--- config.mk ---
export PLATFORM = sky130hd
export DESIGN_NAME = instr_fetch
export DESIGN_NICKNAME = d
export VERILOG_FILES = /design/src/rtl/instr_fetch.sv
export SDC_FILE = /design/constraint.sdc
export NUM_CORES = 1
export LEC_CHECK = 0
export BUFFER_PORTS_ARGS = -buffer_cell sky130_fd_sc_hd__buf_4
export CAP_MARGIN = 30
export CELL_PAD_IN_SITES_DETAIL_PLACEMENT = 0
export CELL_PAD_IN_SITES_GLOBAL_PLACEMENT = 2
export CORE_ASPECT_RATIO = 1.75
export CORE_MARGIN = 4
export CORE_UTILIZATION = 27
export CTS_CLUSTER_SIZE = 8
export DETAILED_ROUTE_END_ITERATION = 10
export GPL_TIMING_DRIVEN = 0
export PLACE_DENSITY = 0.79
export SYNTH_ARGS = -nofsm -noshare
export SYNTH_HDL_FRONTEND = slang
export SYNTH_SLANG_ARGS = --single-unit
--- constraint.sdc ---
create_clock -name clk -period 2.6 [get_ports clk]
set_input_delay 0.13 -clock clk [delete_from_list [all_inputs] [get_ports clk]]
set_output_delay 0.13 -clock clk [all_outputs]
set_load 0.02 [all_outputs]
--- src/rtl/instr_fetch.sv ---
// instr_fetch: MIPS instruction-fetch stage.
// Keeps the PC, sends one instruction-memory request at a time, latches the
// returned word into the IR and splits it into decode fields. Jump and jr
// redirects are applied in the cycle that decode consumes the IR.
module instr_fetch #(
    parameter logic [31:0] RESET_PC = 32'h0000_0000,
    parameter int          TIMEOUT  = 8,
    parameter int          TO_W     = 4
) (
    input  logic        clk,
    input  logic        reset,
    output logic        imem_req,
    output logic [31:0] imem_addr,
    input  logic        imem_rvalid,
    input  logic [31:0] imem_rdata,
    input  logic        ir_ready,
    input  logic        jump_en,
    input  logic        jr_en,
    input  logic [31:0] jr_addr,
    output logic        ir_valid,
    output logic [5:0]  Opcode,
    output logic [5:0]  Function,
    output logic [4:0]  rs,
    output logic [4:0]  rt,
    output logic [4:0]  rd,
    output logic [15:0] imm16,
    output logic [31:0] pc_out,
    output logic        align_err,
    output logic        fetch_retry
);

    localparam logic [1:0] S_IDLE = 2'd0;
    localparam logic [1:0] S_REQ  = 2'd1;
    localparam logic [1:0] S_WAIT = 2'd2;
    localparam logic [1:0] S_HOLD = 2'd3;

    // Last WAIT cycle before the request is abandoned and reissued.
    localparam logic [TO_W-1:0] TO_LAST = TO_W'(TIMEOUT - 1);

    logic [1:0]      state;
    logic [31:0]     pc;
    logic [31:0]     ir;
    logic [TO_W-1:0] wait_cnt;

    // Request strobe and address come straight from registers, so there is
    // no combinational path from any input to these outputs.
    assign imem_req  = (state == S_REQ);
    assign imem_addr = pc;

    // Decode fields are fixed slices of the instruction register.
    assign Opcode   = ir[31:26];
    assign rs       = ir[25:21];
    assign rt       = ir[20:16];
    assign rd       = ir[15:11];
    assign imm16    = ir[15:0];
    assign Function = ir[5:0];

    // Fetch state machine, PC/IR update, redirect handling and status pulses.
    always_ff @(posedge clk) begin
        // NOTE: all state here uses non-blocking assignments so every register
        // samples the pre-edge values; blocking writes would let later lines
        // see this cycle's updates and break the pc_out <= pc / pc <= pc+4 pair.
        if (reset) begin
            state       <= S_IDLE;
            pc          <= RESET_PC;
            ir          <= '0;
            pc_out      <= '0;
            ir_valid    <= 1'b0;
            align_err   <= 1'b0;
            fetch_retry <= 1'b0;
            wait_cnt    <= '0;
        end else begin
            align_err   <= 1'b0;
            fetch_retry <= 1'b0;
            case (state)
                S_IDLE: state <= S_REQ;
                S_REQ: begin
                    wait_cnt <= '0;
                    state    <= S_WAIT;
                end
                S_WAIT: begin
                    if (imem_rvalid) begin
                        // A response on the timeout cycle still wins.
                        ir       <= imem_rdata;
                        pc_out   <= pc;
                        pc       <= pc + 32'd4;
                        ir_valid <= 1'b1;
                        wait_cnt <= '0;
                        state    <= S_HOLD;
                    end else if (wait_cnt == TO_LAST) begin
                        fetch_retry <= 1'b1;
                        wait_cnt    <= '0;
                        state       <= S_REQ;
                    end else begin
                        wait_cnt <= wait_cnt + TO_W'(1);
                    end
                end
                S_HOLD: begin
                    if (ir_ready) begin
                        ir_valid <= 1'b0;
                        state    <= S_REQ;
                        if (jr_en) begin
                            pc        <= {jr_addr[31:2], 2'b00};
                            align_err <= |jr_addr[1:0];
                        end else if (jump_en) begin
                            // pc already points at pc_out+4 here.
                            pc <= {pc[31:28], ir[25:0], 2'b00};
                        end
                    end
                end
                default: state <= S_IDLE;
            endcase
        end
    end

endmodule
==> qor.txt <==
leading cell types in the layout, fill and taps excluded: buf_4 (188), nand2_1 (153), dfxtp_1 (101), a21oi_1 (88), nor2_1 (37)
Initial Utilization: 0.275
share of cells above drive strength 1: 0.271
worst path cell trace: ha_1, clkbuf_1, inv_1, clkbuf_1, a21oi_1, o211ai_1, nand3_1, a21oi_1
status: complete, no violations
CP Data Arrival Time: 2620 ps
Clk Latency, worst-skew pair: 360 ps
Core ar.: 18100 sq um
f_max: 0.418 GHz
max incr delay on CP: 420 ps
number of global-route vias before repair: 5596
CP startpoint kind: flip-flop
critical path's slowest cell: clkbuf_1
Seq cells post-synth: 101
Seq/Total Area, Yosys: 0.407
CP Class: reg -> reg
grt total ovfl: 0
WP buf/inv: 3
# IOs: 181
ys async rst share: 0
commonest register cell after synthesis: dfxtp_1
R2R depth: 8
Tot Pwr: 3.31 mW
Setup crit end kind: flip-flop
gpl congestion: 0.883
Place WS: -101 ps
Clock Tree Buf Depth: 2
global-route usage over all layers: 0.186
setup TNS: 0 ps
CP top delay family: buffers and inverters
Slew Limit Fails: 0
row cnt: 65
Max-Cap Viols: 0
slew margin rel.: 0.523
root buf cell: clkbuf_16
Die Area: 20700 sq um
WL per Instance: 18.3 microns
Via density: 5.00
hold buffer count at cts: 0
Synth warnings: 0
Worst Hold Class: in -> reg
worst-margin pin slew: 716 ps
initial antenna violation count: 0
H-tree Lvls: 3
largest net degree at the start of global routing: 18
CP Max Fanout: 10
synth-to-layout area growth: 38.3%
Synth area leaders: dfxtp_1 (41%), nand2_1 (12%), a21oi_1 (9.0%)
fin crit share: 0.921
final-report hold violation count: 0
final setup margin: 205 ps
TritonCTS Buffers: 9
DRC: 0
Mapped Area: 4970 sq um
pwr dens: 481 nW/um^2
Unique masters post-synth: 51
HPWL Detailed: 15.6 mm
syn_area_per_cell: 7.61 sq um
DRT Pass-1 Iters: 5
Synth Instances: 653
Antenna diodes: 0
most common cell after layout, fill and taps aside: buf_4
number of I/O port buffers: 173
register clock-pin slew on the reported worst setup and hold paths: 70 ps
Leak: 2.77 nW
post-synth top area cell: dfxtp_1
Vert. Die Dim: 187 microns
Final Skew: 8.25 ps
RSZ-0062 raised after global routing: true
post-route minimum period: 2400 ps
Post-synth EDFFs: 0
TritonCTS clock tree: built
DIE WIDTH: 111 microns
Hold Path Depth: 3
vias: 5391
Final #Nets: 914
Max rail drop VDD: 0.270 mV
WP data required: 2820 ps
CTS sink count: 101
initial DRC count: 283
Post-CTS Setup Repair Bufs: 0
Final setup viols: 0
Yosys top cell area share: 0.407
antenna-violating nets left: 0
first-pass GRT wire length: 30.5 mm
final WL: 19.8 mm
Crit path depth: 8
## cell usage after synthesis (all sizes together), types with 8 or more instances
| library cell | number |
|---|---|
| a31oi | 8 |
| clkbuf | 40 |
| o21ai | 23 |
| nand2 | 153 |
| nor3 | 16 |
| a21oi | 89 |
| nor2 | 38 |
| mux2i | 29 |
| dfxtp | 101 |
| nor4 | 8 |
| nand3 | 22 |
| buf | 25 |
## final cells by class
cell class	count	area, sq um
fillers	1999	11200
multi-input cells	483	2630
flip-flops and latches	101	2020
repair buffers	174	1310
plain buffers	63	308
well taps	234	293
clock buffers	10	229
clock inverters	6	47.5
inverters	7	26.3
## per-stage QoR
stage               hold WS (ps)  instances  instance area (sq um)  utilization
detailed placement           386       1064                   6590        0.365
floorplan                    266        656                   4980            -
finish                      10.7       1078                   6870        0.381
CTS                         7.65       1080                   6860        0.380
global placement             377       1063                   6570        0.364
global route                12.4       1078                   6870        0.381
## final timing paths
path | from | endpoint | slack (ps)
min reg2reg | pc_out[25] | pc_out[25] | 460
max | state[1] | imem_addr[25] | 200
max reg2reg | state[1] | imem_addr[25] | 200
min | imem_rdata[13] | ir[13] | 10
## cells by family after synthesis
| logic type | count (synthesis) | share of synthesized area |
|---|---|---|
| multiplexers | 32 | 0.0652 |
| AO/OA/AOI/OAI | 162 | 0.191 |
| buffers and inverters | 72 | 0.0665 |
| other | 1 | 0.000755 |
| AND/OR/NAND/NOR | 280 | 0.257 |
| adder cells (fa/ha/maj) | 5 | 0.0126 |
| flip-flops | 101 | 0.407 |
## worst register-to-register path: stages, from the launching register on
cell      delay, ps
dfxtp_1         390
ha_1            190
clkbuf_1        420
inv_1           320
clkbuf_1        350
a21oi_1         240
o211ai_1        100
nand3_1         160
a21oi_1          80
## layer usage
layer,wire length [microns],track usage,vias to the layer above
li1,-,-,2637
met1,7330,0.196,2527
met2,10800,0.358,196
met3,981,0.0324,31
met4,701,0.0792,0
met5,0,0,-
## sequential cells by signal, indices dropped and copies added, names as in the netlist
signal	count
pc_out	30
ir_valid	1
ir	32
imem_addr	30
state	2
fetch_retry	1
align_err	1
wait_cnt	4
## power by group
group	total, mW	switching [mW]	internal (mW)
clock	1.31	0.648	0.659
combinational	0.400	0.234	0.166
sequential	1.60	0.0332	1.57
total	3.31	0.915	2.39
## what timing repair did
item	in CTS	in global routing
setup endpoints to repair	2	59
gates cloned	0	0
resized for setup	1	16
Note: power is estimated with default switching activity, not from simulation.
